--- src/rtl/mod_enc_add_round_key.sv ---
// AES encryption AddRoundKey stage: joins state and round-key streams, XORs them,
// tags the result with its round number and holds up to two results for downstream.
module mod_enc_add_round_key #(
    parameter int N  = 16,
    parameter int NR = 14
) (
    input  logic              clk,
    input  logic              reset,
    input  logic [N-1:0][7:0] state_in,
    input  logic              in_valid,
    output logic              in_ready,
    input  logic [N-1:0][7:0] rk_in,
    input  logic              rk_valid,
    output logic              rk_ready,
    input  logic              round_clr,
    output logic [N-1:0][7:0] state_out,
    output logic              out_valid,
    input  logic              out_ready,
    output logic [3:0]        out_round,
    output logic              out_last
);

    localparam logic [3:0] LAST_ROUND = 4'(NR);

    logic [3:0]        rnd_cnt;
    logic [3:0]        rnd;
    logic [N-1:0][7:0] new_state;
    logic [N-1:0][7:0] skid_state;
    logic [3:0]        skid_round;
    logic              skid_last;
    logic              skid_valid;
    logic              space;
    logic              fire;
    logic              pop;

    // The output register is the FIFO head and the skid register is the second slot,
    // so space depends only on flops and never on out_ready.
    assign space     = !(out_valid && skid_valid);
    assign in_ready  = reset && rk_valid && space;
    assign rk_ready  = reset && in_valid && space;
    assign fire      = reset && in_valid && rk_valid && space;
    assign pop       = out_valid && out_ready;
    assign rnd       = round_clr ? 4'd0 : rnd_cnt;
    assign new_state = state_in ^ rk_in;

    always_ff @(posedge clk or negedge reset) begin
        if (!reset) begin
            rnd_cnt <= 4'd0;
        end else if (fire) begin
            if (round_clr) begin
                rnd_cnt <= 4'd1;
            end else if (rnd == LAST_ROUND) begin
                rnd_cnt <= 4'd0;
            end else begin
                rnd_cnt <= rnd + 4'd1;
            end
        end else if (round_clr) begin
            rnd_cnt <= 4'd0;
        end
    end

    // When the head is free (empty or popping) it refills from the skid slot first,
    // which keeps results in order; otherwise a new result parks in the skid slot.
    always_ff @(posedge clk or negedge reset) begin
        if (!reset) begin
            state_out  <= '0;
            out_round  <= 4'd0;
            out_last   <= 1'b0;
            out_valid  <= 1'b0;
            skid_state <= '0;
            skid_round <= 4'd0;
            skid_last  <= 1'b0;
            skid_valid <= 1'b0;
        end else if (!out_valid || pop) begin
            if (skid_valid) begin
                state_out <= skid_state;
                out_round <= skid_round;
                out_last  <= skid_last;
                out_valid <= 1'b1;
                if (fire) begin
                    skid_state <= new_state;
                    skid_round <= rnd;
                    skid_last  <= (rnd == LAST_ROUND);
                end else begin
                    skid_valid <= 1'b0;
                end
            end else if (fire) begin
                state_out <= new_state;
                out_round <= rnd;
                out_last  <= (rnd == LAST_ROUND);
                out_valid <= 1'b1;
            end else begin
                out_valid <= 1'b0;
            end
        end else if (fire) begin
            skid_state <= new_state;
            skid_round <= rnd;
            skid_last  <= (rnd == LAST_ROUND);
            skid_valid <= 1'b1;
        end
    end

endmodule

--- config.mk ---
export PLATFORM = sky130hd
export DESIGN_NAME = mod_enc_add_round_key
export DESIGN_NICKNAME = d
export VERILOG_FILES = /design/src/rtl/mod_enc_add_round_key.sv
export SDC_FILE = /design/constraint.sdc
export NUM_CORES = 1
export LEC_CHECK = 0
export ABC_AREA = 1
export CELL_PAD_IN_SITES_DETAIL_PLACEMENT = 0
export CELL_PAD_IN_SITES_GLOBAL_PLACEMENT = 1
export CORE_ASPECT_RATIO = 1.4
export CORE_MARGIN = 10
export CORE_UTILIZATION = 31
export CTS_BUF_LIST = sky130_fd_sc_hd__clkbuf_16
export DETAILED_ROUTE_END_ITERATION = 10
export GPL_TIMING_DRIVEN = 0
export MAX_ROUTING_LAYER = met4
export PLACE_DENSITY_LB_ADDON = 0.3
export SETUP_SLACK_MARGIN = 0.1
export SYNTH_ARGS = -nofsm -noshare
export SYNTH_HDL_FRONTEND = slang
export SYNTH_SLANG_ARGS = --single-unit
--- constraint.sdc ---
create_clock -name clk -period 1.45 [get_ports clk]
set_clock_uncertainty 0.1 [all_clocks]
set_input_delay 0.29 -clock clk [delete_from_list [all_inputs] [get_ports clk]]
set_output_delay 0.29 -clock clk [all_outputs]
set_load 0.01 [all_outputs]
==> flow_metrics.py, run 1 <==
metrics = {
    "sta": {
        "grt_setup_unrepaired": "true",
        "slew_violations": 0,
        "finalSetupViolCount": 407,
        "hold_violations": 247,
        "tightest_slew_ps": 469,
        "fin_ws_ps": -309,
        "slew_headroom_pct": 68.8,
        "max_freq_ghz": 0.568,
        "fin_crit_ps": 1760,
        "hold_slack_ps": -507,
        "fin_setup_tns_ps": -58420,
        "period_share_pct": 121,
    },
    "critical_path": {
        "cp_max_fo": 4,
        "startpoint_type": "register",
        "arrival_ps": 1370,
        "ff2ff_setup_slack_ps": -270,
        "crit_type": "register to primary output",
        "max_stage_delay_ps": 440,
        "worst-path-stages": 4,
        "endpoint": "rk_ready",
        "r2r_start": "skid_valid$_DFFE_PN0P_",
        "startpoint": "skid_valid$_DFFE_PN0P_",
        "worstPathRequired_ps": 1060,
        "worst_path_dominant_cell_family": "flip-flops",
        "reg2regPathDepth": 9,
        "path_buf_inv": 2,
        "cp-end-kind": "primary output",
        "path_cells": "nand2_2, inv_4, nor2_1, buf_2",
        "cpMaxStageDelayCell": "dfrtp_2",
        "r2r-end": "state_out[20]$_DFFE_PN0P_",
    },
    "synthesis": {
        "synth_common_cells": "nand2_1, dfrtp_1, o21ai_0",
        "syn-cell-area_sq_um": 12600,
        "ys.flop_type": "dfrtp_1",
        "synth_area_per_cell_sq_um": 8.25,
        "synth-async-reset-ratio_pct": 100,
        "synth_fp_nets": 1790,
        "yosysMostFrequentCell": "nand2_1",
        "synth_area_leaders": "dfrtp_1, nand2_1, o21ai_0",
        "ys_warn_count": 0,
        "netlist_instances": 1528,
        "yosysTopAreaCellShare_pct": 54.0,
        "ys_seq_area_share_pct": 54.0,
        "yosysUniqueCellTypes": 19,
        "synth_edf_count": 0,
        "synth_area_leader_cell": "dfrtp_1",
        "ys_seq_elements": 272,
    },
    "placement": {
        "port_buffers": 397,
        "dpl.hpwl_um": 33400,
        "place.gp.congestion": 0.805,
        "dp_slack_ps": -1770,
        "dp.cells": 2461,
        "place_area_sq_um": 17400,
    },
    "cells_and_area": {
        "drive_gt1_share_pct": 37.4,
        "nets": 2380,
        "syn_to_final_growth_pct": 79.4,
        "fin_area_sq_um": 22600,
        "final_util_pct": 56.2,
        "diodes": 0,
        "fin_cells": 2675,
    },
    "routing": {
        "wirelength_um": 50200,
        "dr.pass1.iters": 4,
        "drt-initial-drc-count": 614,
        "via_per_inst": 4.62,
        "wl_per_cell_um": 18.8,
        "ant_nets": 0,
        "via_count": 12300,
        "drc": 0,
    },
    "power": {
        "vdd_drop_max_mv": 0.896,
        "finalPower_mw": 28.2,
        "p_per_area_nw_per_um2": 1250,
        "leakage_nw": 10.5,
    },
    "global_route": {
        "gr-usage-met3_pct": 3.45,
        "busiest_layer": "met2",
        "track_usage_pct": 18.4,
        "antenna_found_initial": 0,
        "met1_usage_pct": 20.9,
        "grt_pass1_wl_um": 69800,
        "grt_pass1_vias": 12000,
        "use_met2_pct": 32.6,
        "grt_max_degree": 83,
        "overflow": 0,
    },
    "die": {
        "die_area_sq_um": 49200,
        "rows": 87,
        "start_util_pct": 31.3,
        "ioPinCount": 398,
        "fp.coreArea_sq_um": 40300,
        "die_h_um": 259,
        "die_x_um": 190,
    },
    "cts": {
        "worstSkewPairLatency_ps": 570,
        "clockRootBuffer": "clkbuf_16",
        "cts-buffers-inserted": 30,
        "clkTransAtPathRegs_ps": 60,
        "cts.sinks": 272,
        "htreeDepth": 1,
        "cts_tree": "built",
        "cts.path.max_buffers": 3,
    },
    "run": {
        "drv_cap": 0,
    },
    "outcome": {
        "status": "finished with violations",
        "violations": "hold timing, setup timing",
    },
    "min_path": {
        "min_path_type": "input pin to async pin",
    },
}
[power breakdown]
group | switching (mW) | internal, mW
Clock | 3.23 | 4.91
Combinational | 3.89 | 5.06
Sequential | 1.58 | 9.54
[kinds of logic after synthesis]
group / synth area share, %
and+or+nand+nor: 24.9
AOI/OAI and AO/OA: 8.47
buffers and inverters: 3.76
DFF: 54.0
xor gates and xnor gates: 8.89
[repair_timing]
action / 4_1_cts / 5_1_grt
resized for setup: 311 / 1063
pin swaps: 2 / 123
hold endpoints to repair: 272 / 216
gates cloned: 10 / 31
endpoints found under the setup margin: 408 / 405
setup buffers: 18 / 101
[flip-flops by register name, summed over array words and instances (netlist names), 4 cells and up]
name        flops
skid_round      4
state_out     128
rnd_cnt         4
skid_state    128
out_round       4
[worst min-delay path by stage]
stage                                      to  slack (ps)  cells past startpoint
CTS                 state_out[40]$_DFFE_PN0P_        -520                      1
detailed placement  skid_state[9]$_DFFE_PN0P_         260                      1
global placement    skid_state[8]$_DFFE_PN0P_         350                      2
global route        state_out[40]$_DFFE_PN0P_        -500                      1
finish              state_out[40]$_DFFE_PN0P_        -510                      1
floorplan                out_last$_DFFE_PN0P_        -110                      0
[layout by cell type, fill, tap and decap left out, drive strengths merged]
master / count
a22oi: 1
buf: 295
bufbuf: 3
bufinv: 6
clkbuf: 119
clkdlybuf4s50: 260
clkinv: 12
clkinvlp: 1
dfrtp: 272
dlygate4sd3: 1
inv: 14
nand2: 776
nand3: 35
nand4: 3
nor2: 5
o21ai: 210
xnor2: 99
xor2: 29
[layer usage]
| metal | up-vias | wire [um] |
|---|---|---|
| met5 | - | 0 |
| met4 | 0 | 1250 |
| met3 | 65 | 2390 |
| met2 | 319 | 27200 |
| met1 | 5960 | 19300 |
| li1 | 6002 | - |
[final cells by class]
class	instances	area, sq um
fillers	3606	17700
multi-input cells	1158	6920
flip-flops and latches	272	6810
repair buffers	558	5970
plain buffers	89	1170
clock buffers	31	776
well taps	534	668
clock inverters	24	260
inverters	9	41.3
(Power assumes the default switching activity.)
==> inputs of run 2 (changes only) <==
Settings changed: CTS_CLUSTER_SIZE from default to 8.
==> run 2 against run 1 <==
The flow still finishes with violations (hold timing, setup timing). Sequential power is essentially flat. Register-to-register slack gained 30 ps. Global-route usage shrank 0.14 points. Maximum frequency grew 4.3%. Die area is the same. Worst hold slack gained 56 ps. Routed wire length shrank 1.6%. Final cell count shrank 4.2%. First-iteration DRC count shrank 4.4%. Power shrank 8.0%. Critical path depth grew 5. Non-clock buffer count shrank 97.
==> flow_metrics.py, run 2 (synthesis gave the netlist of run 1 again) <==
metrics = {
    "power": {
        "p_switching_mw": 7.97,
        "vdd_drop_max_mv": 0.633,
        "seqPwrFrac_pct": 42.0,
        "p_sw_share_pct": 30.7,
        "p_per_area_nw_per_um2": 1240,
        "finalPower_mw": 26.0,
        "leakage_nw": 9.93,
        "combPwrFrac_pct": 26.6,
        "clkPwrFrac_pct": 31.4,
        "intPower_mw": 18.0,
    },
    "global_route": {
        "grt_pass1_wl_um": 69200,
        "track_usage_pct": 18.3,
        "grt_pass1_vias": 12000,
        "antenna_found_initial": 0,
        "overflow": 0,
        "grt_max_degree": 83,
    },
    "routing": {
        "via_per_inst": 4.70,
        "wirelength_um": 49400,
        "drc": 0,
        "wl_per_cell_um": 19.3,
        "drt-initial-drc-count": 587,
        "ant_nets": 0,
        "via_count": 12000,
        "dr.pass1.iters": 6,
    },
    "critical_path": {
        "cp-end-kind": "register",
        "worstPathRequired_ps": 1730,
        "crit_type": "register to register",
        "reg2regPathDepth": 9,
        "cp_max_fo": 8,
        "startpoint_type": "register",
        "arrival_ps": 1970,
    },
    "cells_and_area": {
        "reg_top3": "skid_state: 128 flops, state_out: 128 flops",
        "layout_common_cells": "nand2_1, dfrtp_1, clkdlybuf4s50_1, dlygate4sd2_1, xnor2_1",
        "syn_to_final_growth_pct": 66.7,
        "regArea_sq_um": 6810,
        "nets": 2291,
        "final_common_cell": "nand2_1",
        "nFillCells": 3819,
        "drive_gt1_share_pct": 21.0,
        "diodes": 0,
        "multi_input_area_sq_um": 6250,
        "fin_cells": 2563,
    },
    "placement": {
        "place.gp.congestion": 0.805,
        "port_buffers": 397,
        "dp_slack_ps": -1770,
        "dpl.hpwl_um": 33400,
        "dp.cells": 2461,
    },
    "cts": {
        "htreeDepth": 2,
        "clockRootBuffer": "clkbuf_16",
        "cts_tree": "built",
        "clkTransAtPathRegs_ps": 50,
        "cts.sinks": 272,
        "cts-buffers-inserted": 39,
        "worstSkewPairLatency_ps": 530,
        "cts.path.max_buffers": 3,
    },
    "sta": {
        "slew_violations": 0,
        "max_freq_ghz": 0.593,
        "fin_ws_ps": -236,
        "period_share_pct": 116,
        "hold_violations": 216,
        "slew_headroom_pct": 66.7,
        "hold_slack_ps": -451,
        "finalSetupViolCount": 399,
        "fin_crit_ps": 1690,
        "fin_setup_tns_ps": -58640,
        "grt_setup_unrepaired": "true",
        "tightest_slew_ps": 499,
    },
    "outcome": {
        "violations": "hold timing, setup timing",
        "status": "finished with violations",
    },
    "die": {
        "ioPinCount": 398,
        "start_util_pct": 31.3,
        "die_area_sq_um": 49200,
        "fp.coreArea_sq_um": 40300,
        "die_h_um": 259,
        "die_x_um": 190,
        "rows": 87,
    },
    "min_path": {
        "min_path_type": "input pin to async pin",
    },
    "run": {
        "drv_cap": 0,
    },
}
run 2: area by class of cell:
| cell class | count | share of cell area [%] |
|---|---|---|
| multi-input combinational | 1157 | 29.8 |
| buffer | 90 | 5.40 |
| inverter | 9 | 0.173 |
| timing repair buffer | 460 | 24.2 |
| sequential | 272 | 32.4 |
| tap | 534 | 3.18 |
| clock buffer | 41 | 4.88 |
run 2: per-stage QoR:
stage                     hold slack (ps)  instance area, sq um  util, %
after global routing                 -453                 21000     52.2
after floorplan                      -106                 12700        -
after CTS                            -464                 18500     46.0
after detailed placement              256                 17400     43.2
after global placement                354                 17400     43.1
final                                -451                 21000     52.2
run 2: what timing repair did:
| action | CTS | global route |
|---|---|---|
| setup buffers | 7 | 13 |
| endpoints found under the hold margin | 216 | 188 |
| endpoints found under the setup margin | 408 | 407 |
| cloned | 3 | 38 |
| gates resized for setup | 233 | 517 |
| pin swaps | 2 | 78 |
run 2: worst paths after layout:
check,startpoint,end,slack (ps)
min in group clk,state_out[36]$_DFFE_PN0P_,state_out[36]$_DFFE_PN0P_,370
max in group asynchronous,reset,skid_valid$_DFFE_PN0P_,970
setup reg to reg,skid_valid$_DFFE_PN0P_,skid_state[53]$_DFFE_PN0P_,-240
setup / recovery,skid_valid$_DFFE_PN0P_,skid_state[53]$_DFFE_PN0P_,-240
hold reg to reg,state_out[36]$_DFFE_PN0P_,state_out[36]$_DFFE_PN0P_,370
hold / removal,reset,state_out[49]$_DFFE_PN0P_,-450
run 2: power by group through the flow:
stage	Clock, mW	Sequential [mW]	Combinational (mW)
after floorplan	0	11.0	2.30
after global placement	0	10.6	6.50
after detailed placement	0	10.7	6.58
after CTS	8.32	10.5	6.05
after global routing	8.63	11.1	7.58
final	8.15	10.9	6.90
run 2: worst max-delay path, cell delays in order, from the launching register on:
cell and delay, ps:
dfrtp_2 440, nand2_2 90, inv_4 50, nor2_4 150, buf_8 140, nand2_8 100
clkbuf_16 210, clkbuf_16 170, nand2_2 50, o21ai_1 60
run 2: per-layer routing:
layer  GRT usage [%]  up-vias  part of all wire (%)
li1                -     5827                     -
met3            3.63       65                   4.9
met4            4.54        0                   2.2
met2            32.2      348                    53
met5               -        -                     0
met1            20.8     5797                    39
==> inputs of run 3 (changes only) <==
Settings changed: ABC_AREA 1 to default, CORE_UTILIZATION 31 to 33.
==> run 3 against run 2 <==
The flow still finishes with violations (hold timing, setup timing). Worst hold slack better by 20 ps. Synthesized cell count fell by 26%. Power up 12%. Maximum frequency shrank 17%. Global-route usage is 0.68 points lower. Critical endpoint is now skid_state[94]$_DFFE_PN0P_. Largest cell class is now buffers. Highest routed layer unchanged.
==> flow_metrics.py, run 3 <==
metrics = {
    "routing": {
        "drc": 0,
        "via_per_inst": 4.56,
        "via_count": 10300,
        "drt-initial-drc-count": 399,
        "ant_nets": 0,
        "wirelength_um": 44600,
        "wl_per_cell_um": 19.8,
        "dr.pass1.iters": 4,
    },
    "sta": {
        "hold_violations": 218,
        "slew_headroom_pct": 69.4,
        "fin_crit_ps": 2030,
        "period_share_pct": 140,
        "tightest_slew_ps": 456,
        "max_freq_ghz": 0.492,
        "grt_setup_unrepaired": "true",
        "slew_violations": 0,
        "hold_slack_ps": -431,
        "fin_ws_ps": -581,
        "finalSetupViolCount": 274,
    },
    "global_route": {
        "track_usage_pct": 17.6,
        "use_met2_pct": 30.2,
        "busiest_layer": "met2",
        "grt_pass1_wl_um": 65400,
        "grt_max_degree": 72,
        "gr-usage-met3_pct": 4.46,
        "overflow": 0,
        "grt_pass1_vias": 11000,
        "met1_usage_pct": 19.9,
        "antenna_found_initial": 0,
    },
    "cts": {
        "cts-buffers-inserted": 40,
        "worstSkewPairLatency_ps": 520,
        "cts.sinks": 272,
        "htreeDepth": 2,
        "clkTransAtPathRegs_ps": 50,
        "cts.path.max_buffers": 3,
        "cts_tree": "built",
        "clockRootBuffer": "clkbuf_16",
    },
    "synthesis": {
        "synth_top_family_by_area": "multiplexers",
        "synth_xor_area_share_pct": 8.54,
        "ys.flop_type": "dfrtp_1",
        "ys_seq_area_share_pct": 51.9,
        "synth_area_leaders": "dfrtp_1, mux2i_1, mux2_2",
        "yosysUniqueCellTypes": 32,
        "synth_common_cells": "dfrtp_1, mux2i_1, mux2_2",
        "synth-async-reset-ratio_pct": 100,
        "synth-compound-area-share_pct": 4.44,
        "ys_warn_count": 0,
        "synth-simple-area-share_pct": 4.14,
        "synth_edf_count": 0,
        "synthMuxAreaShare_pct": 24.0,
        "yosysTopAreaCellShare_pct": 51.9,
        "synth_area_leader_cell": "dfrtp_1",
        "post_synth_fa_ha_maj_area_fraction_pct": 0,
        "syn-cell-area_sq_um": 13100,
        "yosysMostFrequentCell": "dfrtp_1",
        "netlist_instances": 1128,
        "synth_fp_nets": 1390,
        "synth_area_per_cell_sq_um": 11.6,
        "ys_seq_elements": 272,
    },
    "placement": {
        "port_buffers": 397,
        "place.gp.congestion": 0.773,
        "place_area_sq_um": 18000,
        "dpl.hpwl_um": 29100,
        "dp_slack_ps": -1580,
    },
    "outcome": {
        "violations": "hold timing, setup timing",
        "status": "finished with violations",
    },
    "min_path": {
        "min_path_type": "input pin to async pin",
    },
    "die": {
        "ioPinCount": 398,
        "die_x_um": 189,
        "die_h_um": 256,
        "die_area_sq_um": 48200,
        "rows": 86,
        "fp.coreArea_sq_um": 39400,
        "start_util_pct": 33.3,
    },
    "cells_and_area": {
        "layout_common_cells": "dfrtp_1, clkdlybuf4s50_1, mux2i_1, inv_1, buf_6",
        "nets": 1987,
        "syn_to_final_growth_pct": 71.3,
        "fin_area_sq_um": 22500,
        "drive_gt1_share_pct": 36.0,
        "reg_top3": "skid_state: 128 flops, state_out: 128 flops",
        "final_util_pct": 57.1,
        "diodes": 0,
        "final_common_cell": "dfrtp_1",
    },
    "power": {
        "seqPwrFrac_pct": 39.2,
        "clkPwrFrac_pct": 27.9,
        "p_per_area_nw_per_um2": 1300,
        "leakage_nw": 10.4,
        "vdd_drop_max_mv": 0.742,
        "intPower_mw": 20.8,
        "combPwrFrac_pct": 32.8,
        "p_sw_share_pct": 28.5,
        "p_switching_mw": 8.32,
    },
    "critical_path": {
        "worstPathRequired_ps": 1780,
        "crit_type": "register to register",
        "startpoint_type": "register",
        "arrival_ps": 2360,
        "cp-end-kind": "register",
        "cp_max_fo": 10,
    },
    "run": {
        "drv_cap": 0,
    },
}
[run 3: changes by cell type in the layout (fill, tap and decap cells not counted), moves of 33 or more]
cell and delta:
nand2_2 -84, mux2i_1 +152, dlygate4sd2_1 -117, mux2_4 +117
buf_6 +103, inv_1 +125, o21ai_1 -63, nand3_1 -33
buf_4 +85, nand2_4 -35, nand2_1 -549
[run 3: final cells by class]
class / instances / area, sq um
repair buffers: 557 / 6240
well taps: 528 / 661
inverters: 130 / 488
fillers: 3334 / 16900
clock buffers: 41 / 1030
multi-input cells: 668 / 6320
clock inverters: 3 / 16.3
plain buffers: 56 / 917
flip-flops and latches: 272 / 6810
[run 3: timing repair]
item	CTS	global route
endpoints found under the hold margin	218	184
gates resized for setup	900	267
gates cloned	21	20
setup buffers	68	57
setup endpoints to repair	408	407
pin swaps	3	4
[run 3: path summary, 6_finish.rpt]
| path | startpoint | endpoint | slack (ps) | cells past startpoint |
|---|---|---|---|---|
| worst min-delay path | reset | state_out[48]$_DFFE_PN0P_ | -430 | 1 |
| max in group asynchronous | reset | out_valid$_DFFE_PN0N_ | 970 | 2 |
| worst max-delay path | skid_valid$_DFFE_PN0P_ | skid_state[94]$_DFFE_PN0P_ | -580 | 8 |
| worst max register to register | skid_valid$_DFFE_PN0P_ | skid_state[94]$_DFFE_PN0P_ | -580 | 8 |
| worst min register to register | skid_state[16]$_DFFE_PN0P_ | skid_state[16]$_DFFE_PN0P_ | 400 | 1 |
| min in group clk | state_in[62] | skid_state[62]$_DFFE_PN0P_ | 390 | 3 |
[run 3: cell families after synthesis]
group	after synthesis
muxes	297
DFF	272
xor gates and xnor gates	128
AOI/OAI and AO/OA	113
and+or+nand+nor	130
buffers and inverters	188
[run 3: critical path: stages, from the launching register on]
cell and delay (ps):
dfrtp_1 370, buf_6 130, or3b_1 360, a21oi_2 150, buf_6 160, buf_12 120
buf_16 150, buf_12 160, mux2i_1 220
[run 3: metrics by stage]
stage / instances / TNS [ps] / power (mW)
finish: 2255 / -122480 / 29.1
CTS: 2188 / -124420 / 28.4
floorplan: 1128 / -61640 / 14.3
global placement: 2053 / -6539410 / 18.5
global route: 2255 / -140790 / 30.7
detailed placement: 2055 / -407140 / 18.7
[run 3: per-layer routing]
| metal | wire, um | part of all wire, % |
|---|---|---|
| met1 | 17800 | 40 |
| met2 | 23500 | 53 |
| met3 | 2400 | 5.4 |
| met4 | 934 | 2.1 |
| met5 | 0 | 0 |
[run 3: power groups by stage]
stage | Clock [mW] | Combinational, mW | Sequential [mW]
finish | 8.14 | 9.57 | 11.4
global placement | 0 | 7.41 | 11.0
global route | 8.65 | 10.3 | 11.7
CTS | 8.37 | 8.86 | 11.2
floorplan | 0 | 2.78 | 11.5
detailed placement | 0 | 7.56 | 11.1
